[config.mk]
export PLATFORM = sky130hd
export DESIGN_NAME = idu_exu_pipe
export DESIGN_NICKNAME = d
export VERILOG_FILES = /design/src/rtl/idu_exu_pipe.sv
export SDC_FILE = /design/constraint.sdc
export NUM_CORES = 1
export LEC_CHECK = 0
export ABC_CLOCK_PERIOD_IN_PS = 22200
export CELL_PAD_IN_SITES_DETAIL_PLACEMENT = 2
export CELL_PAD_IN_SITES_GLOBAL_PLACEMENT = 2
export CORE_AREA = 2 2 249 251
export DETAILED_ROUTE_END_ITERATION = 8
export DIE_AREA = 0 0 251 253
export PLACE_DENSITY = 0.77
export SLEW_MARGIN = 10
export SYNTH_ARGS = -nofsm -noshare
export SYNTH_HDL_FRONTEND = slang
export SYNTH_SLANG_ARGS = --single-unit
[constraint.sdc]
create_clock -name clk -period 22.2 [get_ports clk]
set_clock_uncertainty 0.2 [all_clocks]
set_input_delay 6.66 -clock clk [delete_from_list [all_inputs] [get_ports clk]]
set_output_delay 6.66 -clock clk [all_outputs]
set_load 0.1 [all_outputs]
[src/rtl/idu_exu_pipe.sv]
// ---------------------------------------------------------------------------
// idu_exu_pipe
//
// ID->EX pipeline register. Captures the decoded instruction from the IDU,
// selects each source operand (forwarded value on a forward hit, otherwise
// register-file read data) and detects the load-use hazard that forwarding
// cannot cover. On that hazard one bubble is inserted while the IDU holds
// its instruction. A flush drops the IDU instruction. A saturating counter
// records the interlock stall cycles.
//
// Ports
//   clk, rst                  rising-edge clock, async active-high reset
//   idu_valid / idu_ready     IDU handshake (ready = accepted or dropped)
//   idu_pc, idu_inst          instruction PC and raw encoding
//   idu_index_rs1/rs2/rd      register indices
//   idu_use_rs1/rs2           instruction actually reads rs1/rs2
//   idu_wb_en, idu_mem_rd     writes rd / is a load
//   rf_data1/2                register-file read data
//   fw_en1/2, fw_data1/2      forward hit flags and forwarded values
//   flush                     kill the IDU instruction (redirect)
//   exu_ready / exu_valid     EXU handshake
//   exu_pc, exu_inst          registered PC and instruction
//   exu_src1/2                registered operands
//   exu_index_rd, exu_wb_en   registered destination, also to forward unit
//   exu_mem_rd                registered load flag
//   stall_cnt                 load-use stall cycles, saturating
// ---------------------------------------------------------------------------
module idu_exu_pipe #(
   parameter int XLEN  = 64,
   parameter int CNT_W = 32
) (
   input  logic             clk,
   input  logic             rst,
   input  logic             idu_valid,
   output logic             idu_ready,
   input  logic [XLEN-1:0]  idu_pc,
   input  logic [31:0]      idu_inst,
   input  logic [4:0]       idu_index_rs1,
   input  logic [4:0]       idu_index_rs2,
   input  logic             idu_use_rs1,
   input  logic             idu_use_rs2,
   input  logic [4:0]       idu_index_rd,
   input  logic             idu_wb_en,
   input  logic             idu_mem_rd,
   input  logic [XLEN-1:0]  rf_data1,
   input  logic [XLEN-1:0]  rf_data2,
   input  logic             fw_en1,
   input  logic             fw_en2,
   input  logic [XLEN-1:0]  fw_data1,
   input  logic [XLEN-1:0]  fw_data2,
   input  logic             flush,
   input  logic             exu_ready,
   output logic             exu_valid,
   output logic [XLEN-1:0]  exu_pc,
   output logic [31:0]      exu_inst,
   output logic [XLEN-1:0]  exu_src1,
   output logic [XLEN-1:0]  exu_src2,
   output logic [4:0]       exu_index_rd,
   output logic             exu_wb_en,
   output logic             exu_mem_rd,
   output logic [CNT_W-1:0] stall_cnt
);

   logic             r_exuValid;
   logic [XLEN-1:0]  r_exuPc;
   logic [31:0]      r_exuInst;
   logic [XLEN-1:0]  r_exuSrc1;
   logic [XLEN-1:0]  r_exuSrc2;
   logic [4:0]       r_exuRd;
   logic             r_exuWbEn;
   logic             r_exuMemRd;
   logic [CNT_W-1:0] r_stallCnt;

   logic             w_advance;
   logic             w_rs1Hit;
   logic             w_rs2Hit;
   logic             w_loadUse;

   // The register can take a new entry when it is empty or being drained.
   // A load in EX produces its data too late for forwarding, so any consumer
   // in the IDU must wait one cycle; x0 is never a real dependency.
   always_comb begin
      w_advance = ~r_exuValid | exu_ready;
      w_rs1Hit  = idu_use_rs1 & (idu_index_rs1 == r_exuRd);
      w_rs2Hit  = idu_use_rs2 & (idu_index_rs2 == r_exuRd);
      w_loadUse = r_exuValid & r_exuMemRd & r_exuWbEn & (r_exuRd != 5'd0) &
                  idu_valid & (w_rs1Hit | w_rs2Hit);
      idu_ready = w_advance & (flush | ~w_loadUse);
   end

   // Pipeline register. Flush beats the interlock, which beats a normal
   // capture. Whenever a bubble is written the writer flags are cleared so
   // the forward unit and the interlock never treat it as a producer.
   always_ff @(posedge clk or posedge rst) begin
      if (rst) begin
         r_exuValid <= 1'b0;
         r_exuPc    <= '0;
         r_exuInst  <= '0;
         r_exuSrc1  <= '0;
         r_exuSrc2  <= '0;
         r_exuRd    <= '0;
         r_exuWbEn  <= 1'b0;
         r_exuMemRd <= 1'b0;
      end else if (w_advance) begin
         if (flush || w_loadUse) begin
            r_exuValid <= 1'b0;
            r_exuWbEn  <= 1'b0;
            r_exuMemRd <= 1'b0;
         end else begin
            r_exuValid <= idu_valid;
            r_exuPc    <= idu_pc;
            r_exuInst  <= idu_inst;
            r_exuRd    <= idu_index_rd;
            r_exuWbEn  <= idu_valid & idu_wb_en;
            r_exuMemRd <= idu_valid & idu_mem_rd;
            r_exuSrc1  <= fw_en1 ? fw_data1 : rf_data1;
            r_exuSrc2  <= fw_en2 ? fw_data2 : rf_data2;
         end
      end
   end

   // Stall counter: one count per bubble actually inserted by the interlock,
   // sticking at all-ones instead of wrapping.
   always_ff @(posedge clk or posedge rst) begin
      if (rst) begin
         r_stallCnt <= '0;
      end else if (w_advance && w_loadUse && !flush && !(&r_stallCnt)) begin
         r_stallCnt <= r_stallCnt + 1'b1;
      end
   end

   assign exu_valid    = r_exuValid;
   assign exu_pc       = r_exuPc;
   assign exu_inst     = r_exuInst;
   assign exu_src1     = r_exuSrc1;
   assign exu_src2     = r_exuSrc2;
   assign exu_index_rd = r_exuRd;
   assign exu_wb_en    = r_exuWbEn;
   assign exu_mem_rd   = r_exuMemRd;
   assign stall_cnt    = r_stallCnt;

endmodule

==> flow_summary.yaml, run 1 <==
placed_design:
  routabilityCongestion: 0.788
  pre_cts_ws_ns: 6.31
  io_buffers: 642
  place_hpwl_mm: 37.8
  placedCellCount: 2338
  placed_cell_area_um2: 18600
setup_path:
  timing.critical_path.slowest_cell_delay_ns: 1.01
  cp-end-kind: "primary output"
  timing.critical_path.mode_cell: "sky130_fd_sc_hd__clkdlybuf4s50_1"
  crit_path_cell_trace: "clkdlybuf4s50_1, xnor2_1, nand4_1, o22ai_2, a31oi_1, clkdlybuf4s50_1"
  setup.worst_path.class: "input pin to primary output"
  cp_data_arrival_time_ns: 9.06
  critical_path_peak_fanout: 6
  critPathRequiredTime_ns: 15.34
  worst-path-buf-inv: 2
  worst_path_max_delay_cell: "sky130_fd_sc_hd__clkdlybuf4s50_1"
  critical-path-top-delay-family: "buffers and inverters"
  startpoint: "idu_index_rs2[3]"
  cp-start-kind: "input pin"
  critical_path.reg2reg.startpoint: "exu_index_rd[3]"
floorplan:
  die_height_um: 253
  initial_utilization: 0.186
  die_area_um2: 63500
  num_rows: 91
  design.portCount: 643
  die-width_um: 251
  placeableCoreArea_um2: 61000
synthesis:
  postSynth.asyncResetShare: 1.00
  synth-xor-area-share: 0.0308
  postSynthNetCount: 1331
  syn-instance-count: 952
  synth_common_cells: "sky130_fd_sc_hd__dfrtp_1 (264), sky130_fd_sc_hd__nor2_1 (138), sky130_fd_sc_hd__a21oi_1 (128), sky130_fd_sc_hd__mux2i_1 (128), sky130_fd_sc_hd__mux2_2 (83)"
  synth_simple_gate_area_share: 0.0836
  post_synth.cell_area_avg_um2: 12.0
  synth.ff_latch_count: 264
  seq_area_frac_synth: 0.581
  yosys.area.top_type_share: 0.581
  dominant_combinational_cell_family_by_area_after_synthesis: "multiplexers"
  synth_compound_gate_area_share: 0.0633
  netlist_area_um2: 11400
  postSynth.topFlopCell: "sky130_fd_sc_hd__dfrtp_1"
  yosys_warnings: 0
  synth_enable_flop_cells: 0
  post_synth_mux_area_share: 0.215
  synthMostInstantiatedCell: "sky130_fd_sc_hd__dfrtp_1"
  adder_cell_fraction_of_synth_area: 0.00110
  most_area_consuming_cells_after_synthesis: "sky130_fd_sc_hd__dfrtp_1 (58%), sky130_fd_sc_hd__mux2i_1 (11%), sky130_fd_sc_hd__mux2_2 (8.2%)"
  synthDistinctLibCells: 35
  synth_largest_area_cell: "sky130_fd_sc_hd__dfrtp_1"
sta:
  setup_repair_after_global_routing_missed_its_margin: "no"
  setup_violations: 0
  final_period_minus_worst_setup_slack_ns: 15.92
  finalHoldViolations: 0
  final-max-slew-violation-count: 0
  timing.final.crit_share: 0.717
  timing.setup.tns_ns: 0
  achievable-frequency_ghz: 0.0628
  relative_slew_slack: 0.245
  worst_slew_pin_slew_ns: 1.13
  final.setup.worst_slack_ns: 6.28
  whs_ns: 0.292
finish:
  final_layout_size_suffix_gt1_frac: 0.0948
  total_area_of_sequential_cells_um2: 6610
  finalNetCount: 1960
  design_area_um2: 19600
  syn2layout_area_growth_pct: 72.3
  final_cell_count_no_fill: 2395
  fillerInstances: 6528
  multi_input_comb_area_um2: 4480
detailed_routing:
  drt_pass1_iterations: 5
  avgViaCountPerCell: 4.21
  totalWireLength_mm: 48.2
  routed_wire_length_per_instance_um: 20.1
  detail-route-antenna-nets: 0
  detailedRoute.firstIterationViolations: 288
  via_count: 10100
  drc: 0
clock_tree:
  clock_tree.buffer_depth: 3
  tritoncts: "done"
  master_cell_of_the_clock_root_buffer: "sky130_fd_sc_hd__clkbuf_16"
  clk_pin_slew_worst_paths_ns: 0.06
  cts_made_buffers: 31
  numClockSinks: 264
  post_cts_resized: 0
  post_cts_buffers: 0
  clock_latency_ns: 0.58
  cts-htree-levels: 1
  post_cts_hold_buffer_count: 0
global_routing:
  grt_pass1_wl_mm: 72.2
  grt_usage: 0.146
  globalRoute.totalOverflow: 0
  grt_start_max_net_pins: 115
  grt_antenna_before_repair: 1
  vias_in_the_first_global_route: 11600
power_and_ir_drop:
  power_density_nw_per_um2: 95.1
  worst_ir_drop_vdd_uv: 55.2
  leak_nw: 8.05
job:
  maxCapViolations: 0
worst_hold_path:
  hold_path_class: "flop to flop"
  min-delay-start: "exu_pc[2]"
run_status:
  run_status: "finished, final reports clean"
-- worst paths after layout --
| kind | endpoint | slack, ns | cells after the start |
|---|---|---|---|
| worst max register to register | exu_pc[47] | 17.34 | 8 |
| worst min-delay path | exu_pc[2] | 0.29 | 1 |
| min in group asynchronous | exu_pc[15] | 6.33 | 2 |
| max in group asynchronous | exu_src1[49] | 13.32 | 4 |
| worst max-delay path | idu_ready | 6.28 | 6 |
| worst min register to register | exu_pc[2] | 0.29 | 1 |
-- flip-flops by register name, summed over array words and instances (netlist names) --
signal        count
exu_index_rd      5
exu_src1         64
exu_wb_en         1
exu_pc           64
stall_cnt        32
exu_mem_rd        1
exu_inst         32
exu_src2         64
exu_valid         1
-- worst register-to-register path, cell delays in order (launching register included) --
cell and delay, ns:
sky130_fd_sc_hd__dfrtp_1 0.46, sky130_fd_sc_hd__xnor2_1 0.18, sky130_fd_sc_hd__nand4_1 0.16, sky130_fd_sc_hd__o22ai_2 0.19, sky130_fd_sc_hd__a211oi_4 0.53, sky130_fd_sc_hd__buf_4 0.78, sky130_fd_sc_hd__buf_4 0.84, sky130_fd_sc_hd__buf_4 0.96
sky130_fd_sc_hd__mux2_2 0.45
-- per-layer routing --
metal | wire length [um] | global-route usage | vias up | part of all wire
met1 | 17600 | 0.155 | 5109 | 0.37
met2 | 26300 | 0.285 | 349 | 0.55
met3 | 3330 | 0.0377 | 51 | 0.069
li1 | - | - | 4569 | -
met5 | 0 | 0 | - | 0
met4 | 945 | 0.0367 | 0 | 0.020
-- layout make-up --
type                       instances  share of cell area
clock buffer                      43              0.0449
antenna                            1            0.000128
clock inverter                    13             0.00664
timing repair buffer             650               0.330
sequential                       264               0.337
tap                              790              0.0504
inverter                           9             0.00211
multi-input combinational        625               0.229
-- power breakdown --
group | leakage [nW] | internal (W) | switching [W]
combinational | 4.47 | 0.000207 | 0.000567
sequential | 3.07 | 0.000541 | 0.0000373
clock | 0.509 | 0.000299 | 0.000214
total | 8.05 | 0.00105 | 0.000819
-- through the flow --
stage | utilization | total power (W)
detailed placement | 0.305 | 0.00137
floorplan | - | 0.00112
CTS | 0.321 | 0.00189
global route | 0.321 | 0.00194
finish | 0.321 | 0.00187
global placement | 0.305 | 0.00135
-- logic make-up after synthesis --
kind of cell	count (synthesis)
DFF	264
muxes	231
and+or+nand+nor	217
AOI/OAI and AO/OA	136
buffers and inverters	63
xor gates and xnor gates	40
adders and majority gates	1
-- layout by cell type, fill, tap and decap left out, types with 13 or more instances in the layout --
master / count
sky130_fd_sc_hd__xnor2_1: 19
sky130_fd_sc_hd__nand3_1: 15
sky130_fd_sc_hd__mux2_2: 83
sky130_fd_sc_hd__mux2i_1: 128
sky130_fd_sc_hd__nor2_1: 138
sky130_fd_sc_hd__clkbuf_16: 31
sky130_fd_sc_hd__dfrtp_1: 264
sky130_fd_sc_hd__xor2_1: 21
sky130_fd_sc_hd__nor3_1: 13
sky130_fd_sc_hd__mux2_1: 20
sky130_fd_sc_hd__nand2_1: 17
sky130_fd_sc_hd__clkdlybuf4s50_1: 639
sky130_fd_sc_hd__a21oi_1: 128
No activity file was read; power rests on OpenSTA's default activity.
==> run 2: changes to the inputs <==
ABC_CLOCK_PERIOD_IN_PS = 13850   (was 22200)
PLACE_DENSITY = 0.79   (was 0.77)
clock period = 13.85 ns   (was 22.2 ns; I/O delays follow)
==> flow_summary.yaml, run 2 (synthesized netlist as in run 1, its figures left out) <==
run_status:
  run_status: "finished, final reports clean"
sta:
  worst_slew_pin_slew_ns: 1.13
  final-max-slew-violation-count: 0
  achievable-frequency_ghz: 0.0921
  setup_repair_after_global_routing_missed_its_margin: "no"
  timing.setup.tns_ns: 0
  finalHoldViolations: 0
  final_period_minus_worst_setup_slack_ns: 10.86
  final.setup.worst_slack_ns: 2.99
  timing.final.crit_share: 0.784
  setup_violations: 0
  relative_slew_slack: 0.247
setup_path:
  setup.worst_path.class: "input pin to primary output"
  crit-reg2reg-capture: "exu_src2[62]"
  ff2ff_path_depth: 7
  critPathRequiredTime_ns: 9.49
  critical_path.reg2reg.startpoint: "exu_index_rd[2]"
  cp-end-kind: "primary output"
  cp_data_arrival_time_ns: 6.50
  timing.critical_path.to: "idu_ready"
  regToRegSetupSlack_ns: 9.92
  critical_path_peak_fanout: 6
  startpoint: "idu_index_rs2[3]"
  cp-start-kind: "input pin"
finish:
  final_layout_size_suffix_gt1_frac: 0.0954
  most-common-layout-cells: "sky130_fd_sc_hd__clkdlybuf4s50_1 (639), sky130_fd_sc_hd__dfrtp_1 (264), sky130_fd_sc_hd__nor2_1 (138), sky130_fd_sc_hd__mux2i_1 (128), sky130_fd_sc_hd__a21oi_1 (128)"
  syn2layout_area_growth_pct: 73.9
  layout.cells.most_common: "sky130_fd_sc_hd__clkdlybuf4s50_1"
  finish.utilization: 0.324
  finalNetCount: 1961
  final_cell_count_no_fill: 2397
power_and_ir_drop:
  power.switching_fraction: 0.426
  switching_power_w: 0.00133
  leak_nw: 8.12
  power.combinational.fraction: 0.399
  power.sequential.fraction: 0.298
  power_density_nw_per_um2: 157
  clock_power_share: 0.303
  int_power_w: 0.00179
  worst_ir_drop_vdd_uv: 107
  design_power_total_w: 0.00311
floorplan:
  num_rows: 91
  die-width_um: 251
  placeableCoreArea_um2: 61000
  initial_utilization: 0.186
  die_area_um2: 63500
  die_height_um: 253
  design.portCount: 643
detailed_routing:
  wl_met3_mm: 3.69
  avgViaCountPerCell: 4.21
  totalWireLength_mm: 48.6
  detail-route-antenna-nets: 0
  detailroute.wirelength.met2_mm: 25.9
  detailedRoute.firstIterationViolations: 355
  via_count: 10100
  uppermost_routed_layer: "met4"
  drt_pass1_iterations: 4
  drc: 0
  routed_wire_length_per_instance_um: 20.3
  drt-met1-wl_mm: 17.5
clock_tree:
  clock_latency_ns: 0.53
  cts-htree-levels: 2
  post_cts_resized: 0
  clock_tree.buffer_depth: 3
  clk_pin_slew_worst_paths_ns: 0.05
  tritoncts: "done"
  post_cts_buffers: 0
  post_cts_hold_buffer_count: 0
  numClockSinks: 264
  cts_made_buffers: 34
  master_cell_of_the_clock_root_buffer: "sky130_fd_sc_hd__clkbuf_16"
placed_design:
  io_buffers: 642
  placedCellCount: 2336
  routabilityCongestion: 0.767
  place_hpwl_mm: 36.8
  pre_cts_ws_ns: 2.99
worst_hold_path:
  min-delay-start: "exu_inst[20]"
  hold_path_class: "flop to flop"
global_routing:
  grt_pass1_wl_mm: 71.8
  grt_start_max_net_pins: 198
  grt_antenna_before_repair: 3
  globalRoute.totalOverflow: 0
  vias_in_the_first_global_route: 11500
  grt_usage: 0.147
job:
  maxCapViolations: 0
## run 2: cell types whose count changed in the layout (fill, tap and decap cells not counted), moves of 2 or more
cell	change
sky130_fd_sc_hd__buf_4	-4
sky130_fd_sc_hd__inv_6	+2
sky130_fd_sc_hd__clkinv_2	-7
sky130_fd_sc_hd__clkbuf_8	+4
sky130_fd_sc_hd__clkbuf_16	+4
sky130_fd_sc_hd__clkbuf_1	-2
sky130_fd_sc_hd__diode_2	+2
sky130_fd_sc_hd__buf_12	+2
sky130_fd_sc_hd__bufinv_16	+2
## run 2: worst min path at each step
stage                               to  slack, ns  cells after the start
after floorplan           exu_src2[42]       0.81                      2
after global placement       exu_pc[4]       0.27                      1
after detailed placement  exu_inst[20]       0.28                      1
after CTS                 exu_inst[20]       0.29                      1
after global routing      exu_inst[22]       0.31                      1
final                     exu_inst[20]       0.29                      1
## run 2: cell type report
type,count,area (um2)
clock inverter,9,153
timing repair buffer,648,6490
sequential,264,6610
clock buffer,49,1030
inverter,9,41.3
antenna,3,7.51
tap,790,988
fill,6496,41200
multi-input combinational,625,4480
## run 2: power groups by stage
stage | Sequential, W | Clock, W | Combinational [W]
final | 0.000929 | 0.000943 | 0.00124
after global routing | 0.000942 | 0.00101 | 0.00128
after CTS | 0.000931 | 0.000977 | 0.00125
after detailed placement | 0.000943 | 0 | 0.00125
after global placement | 0.000934 | 0 | 0.00123
after floorplan | 0.00163 | 0 | 0.000160
## run 2: per-layer routing
layer / GRT usage / up-vias
li1: - / 4580
met1: 0.152 / 5055
met2: 0.279 / 383
met3: 0.0475 / 74
met4: 0.0493 / 0
met5: 0 / -
## run 2: through the flow
step,hold slack [ns],cell area (um2)
2_1_floorplan,0.806,11400
3_3_place_gp,0.268,18600
5_1_grt,0.313,19800
6_report,0.288,19800
4_1_cts,0.291,19800
3_5_place_dp,0.279,18600
## run 2: critical path, stage by stage
cell	delay (ns)
sky130_fd_sc_hd__clkdlybuf4s50_1	0.47
sky130_fd_sc_hd__xnor2_1	0.12
sky130_fd_sc_hd__nand4_1	0.19
sky130_fd_sc_hd__o22ai_2	0.41
sky130_fd_sc_hd__a31oi_1	0.15
sky130_fd_sc_hd__clkdlybuf4s50_1	1.00
==> run 3: changes to the inputs <==
ABC_CLOCK_PERIOD_IN_PS = 9180   (was 13850)
clock period = 9.18 ns   (was 13.85 ns; I/O delays follow)
==> flow_summary.yaml, run 3 (synthesized netlist as in run 1, its figures left out) <==
global_routing:
  globalRoute.totalOverflow: 0
  grt_pass1_wl_mm: 73.1
  globalRouteMet3Util: 0.0521
  grt_antenna_before_repair: 3
  vias_in_the_first_global_route: 11800
  grt_usage: 0.151
  grt_busiest_layer: "met2"
  grt_start_max_net_pins: 212
  globalRouteMet2Util: 0.290
  globalRouteMet1Util: 0.150
clock_tree:
  post_cts_buffers: 0
  cts-htree-levels: 2
  numClockSinks: 264
  tritoncts: "done"
  post_cts_resized: 0
  clk_pin_slew_worst_paths_ns: 0.06
  clock_latency_ns: 0.53
  post_cts_hold_buffer_count: 0
  clock_tree.buffer_depth: 3
  cts_made_buffers: 34
  master_cell_of_the_clock_root_buffer: "sky130_fd_sc_hd__clkbuf_16"
setup_path:
  setup.worst_path.class: "input pin to primary output"
  crit-reg2reg-capture: "exu_src1[61]"
  ff2ff_path_depth: 8
  critPathRequiredTime_ns: 6.23
  startpoint: "idu_index_rs1[4]"
  cp_data_arrival_time_ns: 5.08
  worst_path_max_delay_cell: "sky130_fd_sc_hd__clkdlybuf4s50_1"
  timing.critical_path.mode_cell: "sky130_fd_sc_hd__clkdlybuf4s50_1"
  timing.critical_path.slowest_cell_delay_ns: 1.00
  regToRegSetupSlack_ns: 5.66
  critical_path_peak_fanout: 6
  timing.critical_path.to: "idu_ready"
  cp-end-kind: "primary output"
  cp-start-kind: "input pin"
  critical_path.reg2reg.startpoint: "exu_index_rd[4]"
  crit_path_cell_trace: "clkdlybuf4s50_1, xnor2_1, nand4_1, o22ai_2, a31oi_1, clkdlybuf4s50_1"
sta:
  achievable-frequency_ghz: 0.124
  setup_violations: 0
  worst_slew_pin_slew_ns: 1.33
  timing.final.crit_share: 0.875
  relative_slew_slack: 0.116
  timing.setup.tns_ns: 0
  final-max-slew-violation-count: 0
  final_period_minus_worst_setup_slack_ns: 8.03
  finalHoldViolations: 0
  setup_repair_after_global_routing_missed_its_margin: "no"
power_and_ir_drop:
  worst_ir_drop_vdd_uv: 118
  power_density_nw_per_um2: 234
  leak_nw: 8.09
finish:
  final_layout_size_suffix_gt1_frac: 0.0936
  finalNetCount: 1962
  design_area_um2: 19700
  most-common-layout-cells: "sky130_fd_sc_hd__clkdlybuf4s50_1 (640), sky130_fd_sc_hd__dfrtp_1 (264), sky130_fd_sc_hd__nor2_1 (138), sky130_fd_sc_hd__mux2i_1 (128), sky130_fd_sc_hd__a21oi_1 (128)"
  syn2layout_area_growth_pct: 73.3
  layout.cells.most_common: "sky130_fd_sc_hd__clkdlybuf4s50_1"
floorplan:
  placeableCoreArea_um2: 61000
  num_rows: 91
  die_height_um: 253
  design.portCount: 643
  die_area_um2: 63500
  die-width_um: 251
  initial_utilization: 0.186
detailed_routing:
  totalWireLength_mm: 49.4
  avgViaCountPerCell: 4.22
  drc: 0
  drt_pass1_iterations: 4
  detailedRoute.firstIterationViolations: 290
  routed_wire_length_per_instance_um: 20.6
  via_count: 10100
  detail-route-antenna-nets: 0
placed_design:
  routabilityCongestion: 0.823
  place_hpwl_mm: 37.9
  io_buffers: 642
  placed_cell_area_um2: 18600
run_status:
  run_status: "finished, final reports clean"
worst_hold_path:
  hold_path_class: "flop to flop"
job:
  maxCapViolations: 0
## run 3: cell count changes in the layout (fill, tap and decap cells not counted)
cell / change
sky130_fd_sc_hd__buf_12: +1
sky130_fd_sc_hd__buf_4: -1
sky130_fd_sc_hd__bufinv_16: -2
sky130_fd_sc_hd__clkbuf_8: -2
sky130_fd_sc_hd__clkdlybuf4s50_1: +1
sky130_fd_sc_hd__clkinv_2: +2
sky130_fd_sc_hd__clkinvlp_4: +1
sky130_fd_sc_hd__diode_2: -2
sky130_fd_sc_hd__inv_6: -1
sky130_fd_sc_hd__inv_8: -1
## run 3: power breakdown
part	internal, W	leakage (nW)	switching, W
Clock	0.000812	0.546	0.000517
Combinational	0.000502	4.47	0.00138
Sequential	0.00131	3.07	0.0000921
## run 3: worst min path at each step
stage                 start           end  slack [ns]  cells past startpoint
3_3_place_gp      exu_pc[4]     exu_pc[4]        0.27                      1
5_1_grt        exu_inst[22]  exu_inst[22]        0.31                      1
3_5_place_dp      exu_pc[3]     exu_pc[3]        0.28                      1
4_1_cts           exu_pc[3]     exu_pc[3]        0.29                      1
6_report       exu_inst[25]  exu_inst[25]        0.29                      1
2_1_floorplan  exu_src2[42]  exu_src2[42]        0.81                      2
## run 3: layout make-up
class                           count  area, um2
Timing Repair Buffer              649       6510
Sequential cell                   264       6610
Tap cell                          790        988
Fill cell                        6551      41300
Antenna cell                        1       2.50
Multi-Input combinational cell    625       4480
Clock buffer                       47       1000
Clock inverter                      8       93.8
Inverter                            9       37.5
## run 3: stage by stage
step | setup WS [ns] | power (W) | std cells | hold WS [ns] | util
finish | 1.15 | 0.00461 | 2393 | 0.289 | 0.323
global route | 1.06 | 0.00479 | 2393 | 0.311 | 0.323
CTS | 1.14 | 0.00469 | 2392 | 0.292 | 0.323
detailed placement | 1.13 | 0.00331 | 2337 | 0.278 | 0.305
global placement | 1.16 | 0.00327 | 2337 | 0.267 | 0.305
floorplan | 1.50 | 0.00271 | 952 | 0.806 | -
## run 3: layer usage
layer	share of wire	vias to the layer above
met5	0.00053	-
met4	0.031	4
met3	0.079	79
met2	0.54	386
met1	0.35	5042
li1	-	4578
## run 3: worst max-delay path: cells and delay by family
| kind | cells | cell delay [ns] |
|---|---|---|
| XOR/XNOR | 1 | 0.14 |
| AND/OR/NAND/NOR | 1 | 0.17 |
| buffers and inverters | 2 | 1.48 |
| AO/OA/AOI/OAI | 2 | 0.53 |
